## config.mk

```make
export PLATFORM = sky130hd
export DESIGN_NAME = vend_credit_ctrl
export DESIGN_NICKNAME = d
export VERILOG_FILES = /design/src/rtl/vend_credit_ctrl.sv
export SDC_FILE = /design/constraint.sdc
export NUM_CORES = 1
export LEC_CHECK = 0
export CORE_ASPECT_RATIO = 0.8
export CORE_MARGIN = 2
export CORE_UTILIZATION = 34
export DETAILED_ROUTE_END_ITERATION = 8
export GPL_TIMING_DRIVEN = 0
export PLACE_DENSITY_LB_ADDON = 0.05
export SYNTH_ARGS = -nofsm -noshare
export SYNTH_HDL_FRONTEND = slang
export SYNTH_SLANG_ARGS = --single-unit
```

## constraint.sdc

```tcl
create_clock -name clk -period 5.2 [get_ports clk]
set_input_delay 0.52 -clock clk [delete_from_list [all_inputs] [get_ports clk]]
set_output_delay 0.52 -clock clk [all_outputs]
set_load 0.02 [all_outputs]
```

## src/rtl/vend_credit_ctrl.sv

```systemverilog
// vend_credit_ctrl: credit/purchase controller for the vending machine.
// Accepts one-hot coin pulses, vends products from a packed price table,
// pays change back one coin per cycle, and drives the display mode with
// a timed hold after each vend or rejected purchase.
module vend_credit_ctrl #(
  parameter int                              CREDIT_W     = 8,
  parameter int                              NUM_PRODUCTS = 4,
  parameter int                              PRODUCT_W    = 2,
  parameter logic [NUM_PRODUCTS*CREDIT_W-1:0] PRICES      = {8'd40, 8'd30, 8'd20, 8'd75},
  parameter int                              HOLD_CYCLES  = 6,
  parameter bit                              AUTO_CHANGE  = 1'b0
) (
  input  logic                 clk,
  input  logic                 reset,
  input  logic [3:0]           coin,
  input  logic                 buy,
  input  logic [PRODUCT_W-1:0] product,
  input  logic                 refund,
  output logic [CREDIT_W-1:0]  credit,
  output logic                 dispense,
  output logic [PRODUCT_W-1:0] dispense_id,
  output logic                 error,
  output logic                 overflow,
  output logic [3:0]           change_coin,
  output logic                 busy,
  output logic [1:0]           disp_mode,
  output logic [PRODUCT_W-1:0] disp_id
);

  localparam int HOLD_W = $clog2(HOLD_CYCLES + 1);

  typedef enum logic {
    ST_IDLE   = 1'b0,
    ST_CHANGE = 1'b1
  } state_e;

  typedef enum logic [1:0] {
    DISP_CREDIT  = 2'd0,
    DISP_PRODUCT = 2'd1,
    DISP_ERROR   = 2'd2
  } disp_mode_e;

  // Registered state and outputs
  state_e               state_q, state_d;
  logic [CREDIT_W-1:0]  credit_q, credit_d;
  logic                 dispense_q, dispense_d;
  logic [PRODUCT_W-1:0] dispense_id_q, dispense_id_d;
  logic                 error_q, error_d;
  logic                 overflow_q, overflow_d;
  logic [3:0]           change_coin_q, change_coin_d;
  logic                 busy_q, busy_d;
  disp_mode_e           disp_mode_q, disp_mode_d;
  logic [PRODUCT_W-1:0] disp_id_q, disp_id_d;
  logic [HOLD_W-1:0]    hold_q, hold_d;

  // Combinational helpers
  logic [CREDIT_W-1:0]  coin_val;
  logic [CREDIT_W-1:0]  price;
  logic                 product_ok;
  logic [3:0]           chg_onehot;
  logic [CREDIT_W-1:0]  chg_val;
  logic [CREDIT_W-1:0]  debit;
  logic [CREDIT_W:0]    sum;

  // Coin value decode; anything not exactly one-hot is worth nothing.
  // NOTE: combinational blocks use blocking '=' so later statements see the
  // updated value; only the clocked block uses '<='.
  always_comb begin
    case (coin)
      4'b0001: coin_val = CREDIT_W'(1);
      4'b0010: coin_val = CREDIT_W'(5);
      4'b0100: coin_val = CREDIT_W'(10);
      4'b1000: coin_val = CREDIT_W'(25);
      default: coin_val = '0;
    endcase
  end

  // Price table lookup; codes beyond the table are flagged as invalid.
  always_comb begin
    price      = '0;
    product_ok = 1'b0;
    for (int i = 0; i < NUM_PRODUCTS; i++) begin
      if (product == PRODUCT_W'(i)) begin
        price      = PRICES[i*CREDIT_W +: CREDIT_W];
        product_ok = 1'b1;
      end
    end
  end

  // Largest change coin that does not exceed the current credit.
  always_comb begin
    if (credit_q >= CREDIT_W'(25)) begin
      chg_onehot = 4'b1000;
      chg_val    = CREDIT_W'(25);
    end else if (credit_q >= CREDIT_W'(10)) begin
      chg_onehot = 4'b0100;
      chg_val    = CREDIT_W'(10);
    end else if (credit_q >= CREDIT_W'(5)) begin
      chg_onehot = 4'b0010;
      chg_val    = CREDIT_W'(5);
    end else if (credit_q != '0) begin
      chg_onehot = 4'b0001;
      chg_val    = CREDIT_W'(1);
    end else begin
      chg_onehot = 4'b0000;
      chg_val    = '0;
    end
  end

  // Next-state logic: purchase/refund FSM, saturating credit, display hold.
  // NOTE: every signal assigned here gets a default first so no path
  // leaves it unassigned, which would otherwise infer a latch.
  always_comb begin
    state_d       = state_q;
    debit         = '0;
    dispense_d    = 1'b0;
    dispense_id_d = '0;
    error_d       = 1'b0;
    overflow_d    = 1'b0;
    change_coin_d = 4'b0000;
    disp_mode_d   = disp_mode_q;
    disp_id_d     = disp_id_q;
    hold_d        = hold_q;

    case (state_q)
      ST_IDLE: begin
        if (buy) begin
          // Compare against credit before this cycle's coin.
          if (product_ok && (credit_q >= price)) begin
            debit         = price;
            dispense_d    = 1'b1;
            dispense_id_d = product;
          end else begin
            error_d = 1'b1;
          end
        end else if (refund && (credit_q != '0)) begin
          state_d = ST_CHANGE;
        end
      end
      ST_CHANGE: begin
        // Buy and refund are ignored while paying out.
        if (credit_q == '0) begin
          state_d = ST_IDLE;
        end else begin
          change_coin_d = chg_onehot;
          debit         = chg_val;
        end
      end
      default: state_d = ST_IDLE;
    endcase

    // Debit never exceeds credit, so only the upper bound needs clamping.
    sum = {1'b0, credit_q} - {1'b0, debit} + {1'b0, coin_val};
    if (sum[CREDIT_W]) begin
      credit_d   = '1;
      overflow_d = 1'b1;
    end else begin
      credit_d   = sum[CREDIT_W-1:0];
    end

    if (AUTO_CHANGE && dispense_d && (credit_d != '0)) begin
      state_d = ST_CHANGE;
    end

    busy_d = (state_d != ST_IDLE);

    if (dispense_d) begin
      disp_mode_d = DISP_PRODUCT;
      disp_id_d   = product;
      hold_d      = HOLD_W'(HOLD_CYCLES);
    end else if (error_d) begin
      disp_mode_d = DISP_ERROR;
      hold_d      = HOLD_W'(HOLD_CYCLES);
    end else if (hold_q != '0) begin
      hold_d = hold_q - HOLD_W'(1);
      if (hold_q == HOLD_W'(1)) begin
        disp_mode_d = DISP_CREDIT;
      end
    end
  end

  // State and output registers with synchronous reset.
  // NOTE: reset is sampled on the clock edge only, so it is tested inside
  // the posedge block and overrides every other input that cycle.
  always_ff @(posedge clk) begin
    if (reset) begin
      state_q       <= ST_IDLE;
      credit_q      <= '0;
      dispense_q    <= 1'b0;
      dispense_id_q <= '0;
      error_q       <= 1'b0;
      overflow_q    <= 1'b0;
      change_coin_q <= 4'b0000;
      busy_q        <= 1'b0;
      disp_mode_q   <= DISP_CREDIT;
      disp_id_q     <= '0;
      hold_q        <= '0;
    end else begin
      state_q       <= state_d;
      credit_q      <= credit_d;
      dispense_q    <= dispense_d;
      dispense_id_q <= dispense_id_d;
      error_q       <= error_d;
      overflow_q    <= overflow_d;
      change_coin_q <= change_coin_d;
      busy_q        <= busy_d;
      disp_mode_q   <= disp_mode_d;
      disp_id_q     <= disp_id_d;
      hold_q        <= hold_d;
    end
  end

  assign credit      = credit_q;
  assign dispense    = dispense_q;
  assign dispense_id = dispense_id_q;
  assign error       = error_q;
  assign overflow    = overflow_q;
  assign change_coin = change_coin_q;
  assign busy        = busy_q;
  assign disp_mode   = disp_mode_q;
  assign disp_id     = disp_id_q;

endmodule

```

==> flow_summary.toml <==
[sta]
setup_tns_ns = 0
grt_setup_unrepaired = "no"
slew_violations = 0
whs_ns = 0.484
min_period_over_period_pct = 92.5
finalHoldViolations = 0
slew_headroom_pct = 64.6
tightest_slew_ns = 0.531
fmax_mhz = 208
layout_min_cycle_time_ns = 4.81
worst_clock_skew_ns = 0.00356
finalSetupViolCount = 0

[clocking]
cts_buffers = 3
hold_buffers = 0
cts-root-buf = "clkbuf_8"
path_clk_slew_ns = 0.09
cts.repair.resized = 0
cts_setup_buffers = 0
numClockSinks = 25
clock_path_buffers = 2
htreeDepth = 1
clkLatencyLatePin_ns = 0.27
cts_tree = "done"

[worst_setup_path]
crit_type = "in2reg"
worstPathRequired_ns = 5.34
crit_path_start_kind = "primary input"
cp-end-kind = "flip-flop"
cp_slowest_cell = "clkdlybuf4s50_1"
slowest_delay_ns = 0.60
path_delay_family = "adder cells"
crit_fanout = 9
arrival_ns = 4.94
cp_cell_sequence = "clkdlybuf4s50_1, inv_1, ha_1, inv_1, ha_1, and3_1, nand3_1, o211ai_1, nand2_1, o32a_1, fa_1, fa_1, a211oi_1, nor2_1, o22ai_2, xnor2_2, a21oi_1"
crit_buf_inv = 3

[yosys]
synthesis.instances = 204
synth_enable_flop_cells = 0
ys_ff_latch = 25
synth_cell_types = 46
synthArstFlopShare_pct = 0
yosys_warnings = 0
syn_nets = 244
ys_seq_area_share_pct = 28.5
syn_area_per_cell_um2 = 8.62
syn_area_um2 = 1760
ys.flop_type = "dfxtp_1"

[min_path]
hold_path_class = "reg2reg"

[pwr]
p_int_mw = 0.731
switching_share_pct = 46.4
power.leakage_nw = 0.953
pwr-share-clk_pct = 8.6
finalPower_mw = 1.36
p_switching_mw = 0.632
ir_worst_vdd_mv = 0.484
pwr-share-seq_pct = 23.1
power_density_nw_per_um2 = 625
p_comb_share_pct = 68.3

[status]
status = "finished, final reports clean"

[grt]
grt_max_degree = 14
grt_pass1_wl_mm = 6.78
grt_usage_pct = 15.0
antenna_found_initial = 0
grt_pass1_vias = 1362
grt_overflow = 0

[die]
die_w_um = 84.4
dieArea_um2 = 5770
row_count = 23
core_area_um2 = 5010
die_y_um = 68.3
start_util_pct = 35.1
io_pins = 32

[placed_design]
dpl.hpwl_mm = 3.21
gp_congestion = 0.780
port_buffers = 30

[layout]
drive_above_1_share_pct = 5.04
diodes = 0
syn_to_final_growth_pct = 24.1
nets = 279

[routing]
wl_per_cell_um = 13.4
antenna_left = 0
routed_wl_mm = 4.02
drt_iter0_drc = 99
vias_per_cell = 4.99
drc = 0
detail_route.first_pass.iterations = 4
num_vias = 1498

[flow_run]
maxCapViolCount = 0
## synth_stat cells, drive strengths merged (2+ instances only)
| cell | n | area share (%) |
|---|---|---|
| dfxtp | 25 | 28 |
| ha | 25 | 18 |
| inv | 22 | 4.7 |
| a21oi | 19 | 5.4 |
| nor2 | 16 | 3.4 |
| nand2 | 10 | 2.1 |
| nor3 | 8 | 2.3 |
| o21ai | 8 | 2.3 |
| fa | 5 | 5.7 |
| nand2b | 5 | 2.2 |
| nand3 | 5 | 1.4 |
| xnor2 | 5 | 2.9 |
| a21o | 4 | 1.7 |
| or2 | 4 | 1.4 |
| a31oi | 3 | 1.1 |
| clkbuf | 3 | 0.64 |
| o22ai | 3 | 1.4 |
| or3 | 3 | 1.1 |
| a211o | 2 | 1.0 |
| a211oi | 2 | 0.85 |
| and3 | 2 | 0.71 |
| nand3b | 2 | 0.85 |
| nor4 | 2 | 0.71 |
| o211ai | 2 | 0.85 |
| xor2 | 2 | 1.0 |
## sequential cells by signal, indices dropped and copies added (netlist names)
name         count
credit           8
change_coin      4
hold_q           3
disp_id          2
disp_mode        2
dispense_id      2
busy             1
dispense         1
error            1
overflow         1
## cell families (layout without fill, tap and decap cells)
logic type,after synthesis,after routing,synth area share [%]
and+or+nand+nor,63,63,18.9
xor gates and xnor gates,7,7,3.91
DFF,25,25,28.5
AOI/OAI and AO/OA,52,52,19.0
muxes,1,1,0.569
adders and majority gates,30,30,23.5
buffers and inverters,26,60,5.62
## stage by stage
stage	util, %	cell area [µm²]	instances	setup WS (ns)
global route	43.6	2180	300	0.000291
CTS	43.6	2180	300	0.381
finish	43.6	2180	300	0.392
floorplan	-	1760	204	1.24
detailed placement	42.7	2140	296	0.0953
global placement	42.7	2140	296	0.0724
## placed cells by master (no fill, tap or decap), types with 3 or more instances in the layout
cell type	netlist	final
a31oi_1	3	3
or2_2	3	3
or3_1	3	3
fa_1	5	5
xnor2_1	4	4
dfxtp_1	25	25
nand2b_1	4	4
inv_1	22	22
ha_1	25	25
nor2_1	16	16
nand3_1	5	5
nand2_1	10	10
clkbuf_8	0	3
clkbuf_1	3	4
nor3_1	8	8
a21oi_1	19	19
clkdlybuf4s50_1	0	30
a21o_1	4	4
o21ai_0	8	8
## routing by layer
metal	vias to the layer above	wire length [µm]	track usage [%]
met5	-	0	0
met1	669	2330	22.6
li1	787	-	-
met2	40	1480	21.9
met3	2	204	4.22
met4	0	10	1.19
## final timing paths
check / slack [ns] / depth (start not counted) / startpoint / endpoint
max: 0.39 / 17 / product[0] / credit[2]
min: 0.48 / 2 / disp_id[1] / disp_id[1]
max reg2reg: 1.24 / 14 / credit[0] / credit[2]
min reg2reg: 0.48 / 2 / disp_id[1] / disp_id[1]
## power groups by stage
stage                     registers (mW)  clock network [mW]  logic [mW]
after floorplan                    0.358                   0       0.645
after global placement             0.322                   0       0.939
after detailed placement           0.320                   0       0.930
after CTS                          0.316               0.123       0.940
after global routing               0.325               0.132        1.07
final                              0.316               0.117       0.931
## area by class of cell
class	instances	area (µm²)
fillers	535	2830
repair buffers	30	300
inverters	22	82.6
plain buffers	4	16.3
clock buffers	4	45.0
multi-input cells	153	1160
well taps	62	77.6
flip-flops and latches	25	500
## worst reg2reg max path, delay by kind of cell (launching register included)
| family | cells | cell delay (ns) |
|---|---|---|
| flops | 1 | 0.44 |
| buf+inv | 1 | 0.10 |
| xor+xnor | 1 | 0.24 |
| compound gates | 6 | 1.36 |
| simple gates | 3 | 0.45 |
| fa+ha+maj | 3 | 1.24 |
No activity file was read; power rests on OpenSTA's default activity.
